--- src/rtl/uart_pkg.sv ---
// Shared encodings for the configurable UART transmitter: FSM states,
// parity-mode constants and line levels.
package uart_pkg;

    typedef enum logic [2:0] {
        ST_IDLE   = 3'd0,
        ST_START  = 3'd1,
        ST_DATA   = 3'd2,
        ST_PARITY = 3'd3,
        ST_STOP   = 3'd4
    } uart_state_t;

    localparam logic PAR_EVEN  = 1'b0;
    localparam logic PAR_ODD   = 1'b1;
    localparam logic START_BIT = 1'b0;
    localparam logic STOP_BIT  = 1'b1;

endpackage

--- src/rtl/uart_bit_timer.sv ---
// Modulo-OVERSAMPLE baud-tick counter; o_bit_end strobes on the tick that
// completes a bit period. i_clear restarts the period.
module uart_bit_timer #(
    parameter int OVERSAMPLE = 16
) (
    input  logic clk,
    input  logic rst,
    input  logic i_clear,
    input  logic i_tick,
    output logic o_bit_end
);

    localparam int CW = (OVERSAMPLE > 1) ? $clog2(OVERSAMPLE) : 1;
    localparam logic [CW-1:0] LAST = CW'(OVERSAMPLE - 1);

    logic [CW-1:0] r_cnt = '0;

    // Wraps at OVERSAMPLE-1 explicitly so non-power-of-two ratios work.
    always_ff @(posedge clk) begin
        if (rst || i_clear) begin
            r_cnt <= '0;
        end else if (i_tick) begin
            r_cnt <= (r_cnt == LAST) ? '0 : r_cnt + 1'b1;
        end
    end

    assign o_bit_end = i_tick && (r_cnt == LAST);

endmodule

--- src/rtl/uart_tx_cfg.sv ---
// Configurable UART transmitter. Optional parity stage is built only when
// the macro UART_TX_PARITY_EN is defined; otherwise frames never carry parity.
module uart_tx_cfg
    import uart_pkg::*;
#(
    parameter int DATA_W     = 8,
    parameter int OVERSAMPLE = 16,
    parameter int STOP_BITS  = 1
) (
    input  logic              clk,
    input  logic              rst,
    input  logic              baud_tick,
    input  logic [DATA_W-1:0] data_in,
    input  logic              data_valid,
    output logic              data_ready,
    input  logic              cfg_parity_en,
    input  logic              cfg_parity_odd,
    output logic              serial_out,
    output logic              busy,
    output logic              tx_done_tick,
    output uart_state_t       o_dbg_state
);

    // Handshake: a payload moves on a cycle where data_valid && data_ready;
    // data_ready is high only in IDLE, so upstream holds its word while busy.

    localparam logic [3:0] LAST_DATA = 4'(DATA_W - 1);
    localparam logic [3:0] LAST_STOP = 4'(STOP_BITS - 1);

    uart_state_t       r_state   = ST_IDLE;
    uart_state_t       w_next;
    logic [DATA_W-1:0] r_shift   = '0;
    logic [3:0]        r_bit_cnt = '0;
    logic              w_accept;
    logic              w_tick;
    logic              w_bit_end;
    logic              w_done;
    logic              w_par_on;

`ifdef UART_TX_PARITY_EN
    logic r_par_en  = 1'b0;
    logic r_par_bit = 1'b0;
    assign w_par_on = r_par_en;
`else
    logic w_unused_cfg;
    assign w_unused_cfg = cfg_parity_en ^ cfg_parity_odd;
    assign w_par_on     = 1'b0;
`endif

    assign w_accept = data_valid && (r_state == ST_IDLE);
    assign w_tick   = baud_tick && (r_state != ST_IDLE);

    uart_bit_timer #(.OVERSAMPLE(OVERSAMPLE)) u_bit_timer (
        .clk       (clk),
        .rst       (rst),
        .i_clear   (w_accept),
        .i_tick    (w_tick),
        .o_bit_end (w_bit_end)
    );

    always_comb begin
        w_next = r_state;
        w_done = 1'b0;
        case (r_state)
            ST_IDLE:  if (w_accept) w_next = ST_START;
            ST_START: if (w_bit_end) w_next = ST_DATA;
            ST_DATA: begin
                if (w_bit_end && (r_bit_cnt == LAST_DATA)) begin
                    w_next = w_par_on ? ST_PARITY : ST_STOP;
                end
            end
`ifdef UART_TX_PARITY_EN
            ST_PARITY: if (w_bit_end) w_next = ST_STOP;
`endif
            ST_STOP: begin
                if (w_bit_end && (r_bit_cnt == LAST_STOP)) begin
                    w_next = ST_IDLE;
                    w_done = !rst;
                end
            end
            default: w_next = ST_IDLE;
        endcase
    end

    always_ff @(posedge clk) begin
        if (rst) begin
            r_state   <= ST_IDLE;
            r_shift   <= '0;
            r_bit_cnt <= '0;
`ifdef UART_TX_PARITY_EN
            r_par_en  <= 1'b0;
            r_par_bit <= 1'b0;
`endif
        end else begin
            r_state <= w_next;
            if (w_accept) begin
                r_shift   <= data_in;
                r_bit_cnt <= '0;
`ifdef UART_TX_PARITY_EN
                r_par_en  <= cfg_parity_en;
                r_par_bit <= (^data_in) ^ (cfg_parity_odd == PAR_ODD);
`endif
            end else if (w_bit_end && (r_state == ST_DATA || r_state == ST_STOP)) begin
                // Bit counter is shared by DATA and STOP; it restarts on leaving either.
                r_bit_cnt <= (w_next != r_state) ? 4'd0 : r_bit_cnt + 4'd1;
                if (r_state == ST_DATA) r_shift <= r_shift >> 1;
            end
        end
    end

    always_comb begin
        serial_out = STOP_BIT;
        case (r_state)
            ST_START:  serial_out = START_BIT;
            ST_DATA:   serial_out = r_shift[0];
`ifdef UART_TX_PARITY_EN
            ST_PARITY: serial_out = r_par_bit;
`endif
            default:   serial_out = STOP_BIT;
        endcase
    end

    assign data_ready   = (r_state == ST_IDLE);
    assign busy         = !data_ready;
    assign tx_done_tick = w_done;
    assign o_dbg_state  = r_state;

endmodule

--- config.mk ---
export PLATFORM = sky130hd
export DESIGN_NAME = uart_tx_cfg
export DESIGN_NICKNAME = d
export VERILOG_FILES = /design/src/rtl/uart_pkg.sv /design/src/rtl/uart_bit_timer.sv /design/src/rtl/uart_tx_cfg.sv
export SDC_FILE = /design/constraint.sdc
export NUM_CORES = 1
export LEC_CHECK = 0
export CAP_MARGIN = 15
export CORE_ASPECT_RATIO = 2
export CORE_MARGIN = 2
export CORE_UTILIZATION = 25
export CTS_BUF_LIST = sky130_fd_sc_hd__clkbuf_16
export DETAILED_ROUTE_END_ITERATION = 6
export SYNTH_ARGS = -nofsm -noshare
export SYNTH_HDL_FRONTEND = slang
export SYNTH_SLANG_ARGS = --single-unit
--- constraint.sdc ---
create_clock -name clk -period 1.3 [get_ports clk]
set_input_delay 0.13 -clock clk [delete_from_list [all_inputs] [get_ports clk]]
set_output_delay 0.13 -clock clk [all_outputs]
set_load 0.05 [all_outputs]
==> impl_metrics.ini, run 1 <==
[run_status]
status = complete, but fails checks
violations = negative setup slack

[global_routing]
grt_pass1_wl_mm = 5.96
antenna_found_initial = 0
grt_use_met1 = 0.142
overflow = 0
met3_usage = 0.0235
top_usage_layer = met2
grt_use_total = 0.166
grt_max_degree = 11
grt_pass1_vias = 1296
use_met2 = 0.361

[yosys]
synth_common_cells = dfxtp_1 (19), nor2_1 (18), a21oi_1 (13)
yosysMostFrequentCell = dfxtp_1
yosys-top-cells-area = dfxtp_1 (36%), nor2_1 (6.4%), a21oi_1 (6.2%)
ys_seq_area_frac = 0.363
synth_flop_cell = dfxtp_1
yosysTopAreaCell = dfxtp_1
ys_seq_elements = 19
synth_warnings = 0
synth.distinct_cells = 39
async_flop_share = 0
synthCells = 121
synth_area_um2 = 1050
synth_edf_count = 0
synth_top_area_share = 0.363
avgSynthCellArea_um2 = 8.67
synthesis.nets = 138

[flow_run]
drv_cap = 0

[pwr]
power_w = 0.00168
p_per_area_nw_per_um2 = 779
leakagePower_nw = 0.774
irDropWorstVdd_uv = 453

[detailed_routing]
avgViaCountPerCell = 5.07
drt_first_iter_violations = 12
dr.pass1.iters = 4
drt_wl_total_mm = 3.67
routedWlPerCell_um = 16.2
num_vias = 1150
drtAntennaViolNets = 0
remaining_drc_errors = 0

[clock_tree]
cts.clk_slew.worst_paths_ns = 0.06
cts_tree = done
clock_sinks = 19
numCtsBuffers = 3
root_buffer = clkbuf_16
clock_path_buffers = 2
clk_latency_ns = 0.25
htreeDepth = 1

[place]
io_buffers = 18
dpl_cell_area_um2 = 1570
gp_congestion = 0.893
hpwl_mm = 2.30
numPlacedInstances = 207

[timing]
period_share = 1.16
maxSlewHeadroom = 0.822
period_minus_slack_ns = 1.50
hold_violations = 0
final_max_slew_viol_count = 0
tns_ns = -2.34
max_freq_ghz = 0.665
setup_viol = 23
worst_hold_slack_ns = 0.452
clock_skew_ns = 0.00463
rsz0062_at_grt = yes
tightest_slew_ns = 0.265
setup_slack_ns = -0.204

[die]
die-width_um = 49.8
fp.coreArea_um2 = 4050
die_h_um = 95.6
rows = 33
start_util = 0.259
dieArea_um2 = 4760
io-pin-count = 21

[setup_path]
start_kind = register
path_max_fanout = 4
critPathArrivalTime_ns = 1.37
worst_setup_path_end_kind = output pin
path_class = reg -> out
crit_required_ns = 1.17

[final_layout]
fillers = 362
drive_gt1_frac = 0.669
fin_area_um2 = 2150
final_nets = 193
stdcell_count = 227
diodes = 0
syn_to_final_growth_pct = 105

[worst_hold_path]
hold_class = in -> reg
-- cells by family (layout without fill, tap and decap cells) --
logic type | after synthesis | count (layout) | synth area share
AO/OA/AOI/OAI | 29 | 29 | 0.205
XOR/XNOR | 4 | 4 | 0.0334
adder cells (fa/ha/maj) | 3 | 3 | 0.0358
buffers and inverters | 11 | 64 | 0.0501
flip-flops | 19 | 19 | 0.363
multiplexers | 1 | 1 | 0.00955
AND/OR/NAND/NOR | 54 | 55 | 0.303
-- layout by cell type, fill, tap and decap left out, drive strengths merged --
cell / synthesis / final
nor4: 1 / 1
a2bb2oi: 2 / 2
clkdlybuf4s50: 0 / 11
xnor2: 4 / 4
clkbuf: 2 / 3
or4: 2 / 2
and3: 1 / 1
or3: 1 / 1
a211oi: 4 / 4
nand2: 8 / 9
ha: 3 / 3
o21bai: 1 / 1
buf: 5 / 45
mux2i: 1 / 1
nand4b: 1 / 1
nand2b: 2 / 2
inv: 4 / 5
nor2b: 1 / 1
and2: 1 / 1
nor4b: 2 / 2
o41ai: 1 / 1
nor2: 18 / 18
a32oi: 2 / 2
o21ai: 2 / 2
and4: 1 / 1
nor3b: 2 / 2
dfxtp: 19 / 19
nand4: 2 / 2
a311oi: 1 / 1
a21oi: 13 / 13
a22oi: 3 / 3
nor3: 4 / 4
nand3: 7 / 7
-- worst max-delay path: stages, from the launching register on --
cell and delay [ns]:
dfxtp_4 0.35, or3_4 0.48, inv_16 0.08, buf_6 0.09, buf_12 0.12
-- area by class of cell --
type / instances / area, um^2 / area share
tap: 52 / 65.1 / 0.0302
clock inverter: 1 / 3.75 / 0.00174
clock buffer: 3 / 75.1 / 0.0349
sequential: 19 / 398 / 0.185
timing repair buffer: 56 / 588 / 0.273
multi-input combinational: 92 / 987 / 0.458
inverter: 4 / 36.3 / 0.0169
-- routing by layer --
layer / routed length [um] / vias to the layer above
met5: 0 / -
met4: 116 / 0
met3: 112 / 11
met2: 2310 / 25
met1: 1140 / 564
li1: - / 550
-- metrics by stage --
stage | util | setup WS, ns
after detailed placement | 0.389 | -0.295
after floorplan | - | -0.254
after global placement | 0.389 | -0.268
after global routing | 0.532 | -0.236
after CTS | 0.514 | -0.231
final | 0.532 | -0.204
-- timing repair --
item                                    CTS  global route
setup buffers                            14             2
endpoints found under the setup margin   23            23
resized for setup                        70            15
hold buffers                              0             0
pin swaps                                32            17
cloned                                    1             0
-- report_power, final --
group          leakage, nW  internal, W  switching [W]
Sequential           0.160     0.000602      0.0000205
Combinational        0.572     0.000202       0.000220
Clock               0.0423     0.000409       0.000224
Total                0.774      0.00121       0.000465
-- worst paths after layout --
check / from / endpoint / slack, ns / cells past startpoint
worst min register to register: r_shift[7]$_SDFFE_PP0P_ / r_shift[7]$_SDFFE_PP0P_ / 0.49 / 2
worst max register to register: o_dbg_state[0]$_SDFF_PP0_ / u_bit_timer.r_cnt[1]$_SDFFE_PP0P_ / -0.15 / 6
worst max-delay path: o_dbg_state[0]$_SDFF_PP0_ / data_ready / -0.20 / 4
worst min-delay path: data_in[7] / r_shift[7]$_SDFFE_PP0P_ / 0.45 / 3
-- flip-flops by register name, indices dropped and copies added (netlist names) --
signal / count
r_shift: 8
r_bit_cnt: 4
o_dbg_state: 3
u_bit_timer.r_cnt: 4
Note: power is estimated with default switching activity, not from simulation.
==> inputs of run 2 (changes only) <==
--- a/config.mk
+++ b/config.mk
@@ -14,3 +14,4 @@
 export SYNTH_ARGS = -nofsm -noshare
 export SYNTH_HDL_FRONTEND = slang
 export SYNTH_SLANG_ARGS = --single-unit
+export TNS_END_PERCENT = 10
==> constraint.sdc (replaced) <==
create_clock -name clk -period 1.2 [get_ports clk]
set_input_delay 0.12 -clock clk [delete_from_list [all_inputs] [get_ports clk]]
set_output_delay 0.12 -clock clk [all_outputs]
set_load 0.05 [all_outputs]
==> run 2 against run 1 <==
The run still ends with negative setup slack left. Final area down 13%. Power increased by 4.0%. Critical path depth up 2. Largest cell class unchanged. Largest power group unchanged.
==> impl_metrics.ini, run 2 (synthesized netlist as in run 1, its figures left out) <==
[pwr]
p_per_area_nw_per_um2 = 931
irDropWorstVdd_uv = 724
leakagePower_nw = 0.732

[worst_hold_path]
hold_class = in -> reg
hold_end = u_bit_timer.r_cnt[2]$_SDFFE_PP0P_
whs_path_depth = 4
hold_start = baud_tick

[final_layout]
final_nets = 191
drive_gt1_frac = 0.532
utilization = 0.463
largestRegisters = r_shift (8), r_bit_cnt (4), u_bit_timer.r_cnt (4)
largest_reg_flops = 8
diodes = 0
mostFrequentLayoutCells = buf_4 (31), a21oi_1 (13), dfxtp_1 (12)
layout_commonest_cell = buf_4
syn_to_final_growth_pct = 78.8
regMostFlops = r_shift

[global_routing]
grt_pass1_vias = 1108
antenna_found_initial = 0
overflow = 0
grt_max_degree = 12
grt_pass1_wl_mm = 4.84
grt_use_total = 0.130

[timing]
worst_hold_slack_ns = 0.407
setup_viol = 23
rsz0062_at_grt = yes
tns_ns = -4.06
maxSlewHeadroom = 0.753
hold_violations = 0
tightest_slew_ns = 0.368
final_max_slew_viol_count = 0
clock_skew_ns = 0.00701
max_freq_ghz = 0.635
setup_slack_ns = -0.376
period_share = 1.31
period_minus_slack_ns = 1.58

[clock_tree]
cts.clk_slew.worst_paths_ns = 0.06
cts.hold.buffers_added = 0
numCtsBuffers = 3
clock_path_buffers = 2
clock_sinks = 19
cts_tree = done
htreeDepth = 1
root_buffer = clkbuf_16
clk_latency_ns = 0.25

[die]
io-pin-count = 21
start_util = 0.259
die-width_um = 49.8
dieArea_um2 = 4760
rows = 33
die_h_um = 95.6
fp.coreArea_um2 = 4050

[detailed_routing]
remaining_drc_errors = 0
routedWlPerCell_um = 13.5
dr.pass1.iters = 5
drt_first_iter_violations = 5
num_vias = 1084
drt_wl_total_mm = 3.03
avgViaCountPerCell = 4.82
drtAntennaViolNets = 0

[place]
hpwl_mm = 2.17
gp_congestion = 0.783
io_buffers = 18

[setup_path]
reg2reg_slack_ns = -0.21
crit_required_ns = 1.08
path_max_fanout = 2
r2r_cells = 6
critPathArrivalTime_ns = 1.46
path_class = reg -> out
worst_setup_path_end_kind = output pin
start_kind = register
r2r_end = r_bit_cnt[1]$_SDFFE_PP0P_
timing.rr.start = u_bit_timer.r_cnt[0]$_SDFFE_PP0P_

[run_status]
status = complete, but fails checks
violations = negative setup slack

[flow_run]
drv_cap = 0
## run 2: repair_timing
| action | 4_1_cts | 5_1_grt |
|---|---|---|
| buffers inserted | 4 | 5 |
| resized for setup | 25 | 12 |
| setup endpoints to repair | 23 | 23 |
| pin swaps | 13 | 7 |
## run 2: cell type report
class,count,area (um^2)
timing repair buffer,55,548
sequential,19,397
clock inverter,1,5.00
inverter,4,27.5
clock buffer,3,75.1
tap,52,65.1
multi-input combinational,91,757
fill,412,2170
## run 2: worst max-delay path by stage
| stage | slack [ns] | depth (start not counted) | startpoint | end |
|---|---|---|---|---|
| final | -0.38 | 6 | r_bit_cnt[1]$_SDFFE_PP0P_ | tx_done_tick |
| after global routing | -0.48 | 6 | r_bit_cnt[1]$_SDFFE_PP0P_ | tx_done_tick |
| after CTS | -0.36 | 6 | r_bit_cnt[0]$_SDFFE_PP0P_ | tx_done_tick |
| after detailed placement | -0.41 | 6 | baud_tick | r_shift[3]$_SDFFE_PP0P_ |
| after global placement | -0.36 | 5 | baud_tick | tx_done_tick |
| after floorplan | -0.36 | 7 | o_dbg_state[2]$_SDFF_PP0_ | u_bit_timer.r_cnt[1]$_SDFFE_PP0P_ |
## run 2: worst max-delay path, cell delays in order (launching register included)
cell and delay, ns:
dfxtp_2 0.32, inv_2 0.07, ha_4 0.14, nor3b_4 0.21, nand2_2 0.09, nor3_4 0.22
buf_12 0.16
## run 2: where the power goes
part	internal, W	total (W)	switching, W
Clock	0.000447	0.000703	0.000256
Combinational	0.000186	0.000369	0.000183
Sequential	0.000652	0.000673	0.0000209
Total	0.00129	0.00175	0.000460
## run 2: metal layers
layer  routed length, um  global-route usage  vias to the layer above
li1                    -                   -                      544
met1                1090               0.128                      518
met2                1810               0.263                       16
met3                  76              0.0251                        6
met4                  55              0.0370                        0
met5                   0                   0                        -
## run 2: metrics by stage
step / area (um^2) / cells / total power [W] / setup slack [ns]
finish: 1870 / 225 / 0.00175 / -0.376
global route: 1870 / 225 / 0.00181 / -0.478
CTS: 1790 / 220 / 0.00173 / -0.357
detailed placement: 1590 / 212 / 0.00101 / -0.409
global placement: 1590 / 212 / 0.00100 / -0.363
floorplan: 1140 / 121 / 0.000868 / -0.359
==> inputs of run 3 (changes only) <==
==> constraint.sdc (replaced) <==
create_clock -name clk -period 1.5 [get_ports clk]
set_input_delay 0.15 -clock clk [delete_from_list [all_inputs] [get_ports clk]]
set_output_delay 0.15 -clock clk [all_outputs]
set_load 0.01 [all_outputs]
==> run 3 against run 2 <==
The run now ends clean. Sequential share of layout area is 3.2 points higher. Final area decreased by 15%. Global-route usage shrank 0.59 points. Critical path type unchanged. Critical endpoint is now busy. Power down 28%. Non-clock buffer count decreased by 12. Setup slack gained 0.42 ns.
==> impl_metrics.ini, run 3 (synthesized netlist as in run 1, its figures left out) <==
[place]
place_worst_setup_slack_ns = -0.192
io_buffers = 18
gp_congestion = 0.852
hpwl_mm = 2.13
dpl_cell_area_um2 = 1450

[worst_hold_path]
hold_class = reg -> reg
hold_end = r_shift[3]$_SDFFE_PP0P_
hold_start = r_shift[3]$_SDFFE_PP0P_
whs_path_depth = 2

[timing]
period_share = 0.973
rsz0062_at_grt = yes
setup_viol = 0
final_max_slew_viol_count = 0
period_minus_slack_ns = 1.46
worst_hold_slack_ns = 0.465
clock_skew_ns = 0.00255
max_freq_ghz = 0.685
tightest_slew_ns = 0.376
maxSlewHeadroom = 0.748
setup_slack_ns = 0.0410
hold_violations = 0

[die]
io-pin-count = 21
die-width_um = 49.8
rows = 33
die_h_um = 95.6
dieArea_um2 = 4760
start_util = 0.259
fp.coreArea_um2 = 4050

[global_routing]
grt_pass1_wl_mm = 4.66
grt_max_degree = 17
overflow = 0
grt_pass1_vias = 1105
antenna_found_initial = 0
grt_use_total = 0.124

[clock_tree]
clock_sinks = 19
clock_path_buffers = 2
cts.clk_slew.worst_paths_ns = 0.05
numCtsBuffers = 3
cts_tree = done
clk_latency_ns = 0.25
root_buffer = clkbuf_16
cts.hold.buffers_added = 0
cts_setup_buffers = 0
htreeDepth = 1

[run_status]
status = finished, final reports clean

[final_layout]
utilization = 0.393
regMostFlops = r_shift
drive_gt1_frac = 0.348
layout_commonest_cell = buf_4
largestRegisters = r_shift (8), r_bit_cnt (4), u_bit_timer.r_cnt (4)
diodes = 0
fin_area_um2 = 1590
final_nets = 179
syn_to_final_growth_pct = 51.6
mostFrequentLayoutCells = buf_4 (25), nor2_1 (18), dfxtp_1 (14)
largest_reg_flops = 8
fillers = 445

[detailed_routing]
drtAntennaViolNets = 0
remaining_drc_errors = 0
drt_first_iter_violations = 11
routedWlPerCell_um = 12.6
wl_met3_um = 80
wl_met1_mm = 1.05
dr.pass1.iters = 4
dr.max_layer_used = met4
avgViaCountPerCell = 4.79
met2_length_mm = 1.53
num_vias = 1020
drt_wl_total_mm = 2.68

[flow_run]
drv_cap = 0

[pwr]
irDropWorstVdd_uv = 528
leakagePower_nw = 0.623
p_per_area_nw_per_um2 = 796

[setup_path]
crit_required_ns = 1.35
critPathArrivalTime_ns = 1.31
timing.rr.start = u_bit_timer.r_cnt[0]$_SDFFE_PP0P_
reg2reg_slack_ns = 0.05
cp_slowest_cell = or3_4
path_max_fanout = 5
r2r_cells = 5
start_kind = register
r2r_end = o_dbg_state[0]$_SDFF_PP0_
cp_cell_sequence = or3_4, dlygate4sd2_1
worst_setup_path_end_kind = output pin
slowest_delay_ns = 0.42
path_class = reg -> out
startpoint = o_dbg_state[1]$_SDFF_PP0_
[run 3: cell count changes in the layout (fill, tap and decap cells not counted), sizes merged]
cell and change:
inv +1, clkdlybuf4s15 +2, dlygate4sd2 +2, buf -18, clkinv -1, clkdlybuf4s50 +2
[run 3: power breakdown]
| part | total [W] | internal [W] | leakage (nW) | switching, W |
|---|---|---|---|---|
| Sequential | 0.000539 | 0.000526 | 0.157 | 0.0000123 |
| Combinational | 0.000194 | 0.000102 | 0.424 | 0.0000927 |
| Clock | 0.000531 | 0.000354 | 0.0423 | 0.000177 |
[run 3: cell type report]
class / instances / area [um^2] / area share
Multi-Input combinational cell: 91 / 678 / 0.427
Sequential cell: 19 / 387 / 0.243
Timing Repair Buffer: 43 / 363 / 0.228
Clock buffer: 3 / 75.1 / 0.0472
Tap cell: 52 / 65.1 / 0.0409
Inverter: 4 / 17.5 / 0.0110
Clock inverter: 1 / 3.75 / 0.00236
[run 3: worst max-delay path by stage]
stage	end
after floorplan	r_shift[1]$_SDFFE_PP0P_
after global placement	tx_done_tick
after detailed placement	tx_done_tick
after CTS	r_bit_cnt[1]$_SDFFE_PP0P_
after global routing	tx_done_tick
final	busy
[run 3: stage by stage]
stage               cells  power, W  TNS, ns
detailed placement    209  0.000742    -1.78
global route          213   0.00132   -0.175
global placement      209  0.000738    -1.50
floorplan             121  0.000645        0
finish                213   0.00126        0
CTS                   213   0.00128  -0.0482
[run 3: worst max-delay path, delay by kind of cell, from the launching register on]
family | cells | cell delay (ns)
buf+inv | 1 | 0.30
simple gates | 1 | 0.42
flops | 1 | 0.34
[run 3: layer usage]
layer,GRT usage,up-vias
li1,-,518
met2,0.250,14
met1,0.122,486
met4,0.0440,0
met3,0.0188,2
met5,0,-
[run 3: what timing repair did]
action | in CTS | in global routing
pin swaps | 1 | 0
gates resized for setup | 16 | 12
setup endpoints to repair | 17 | 19
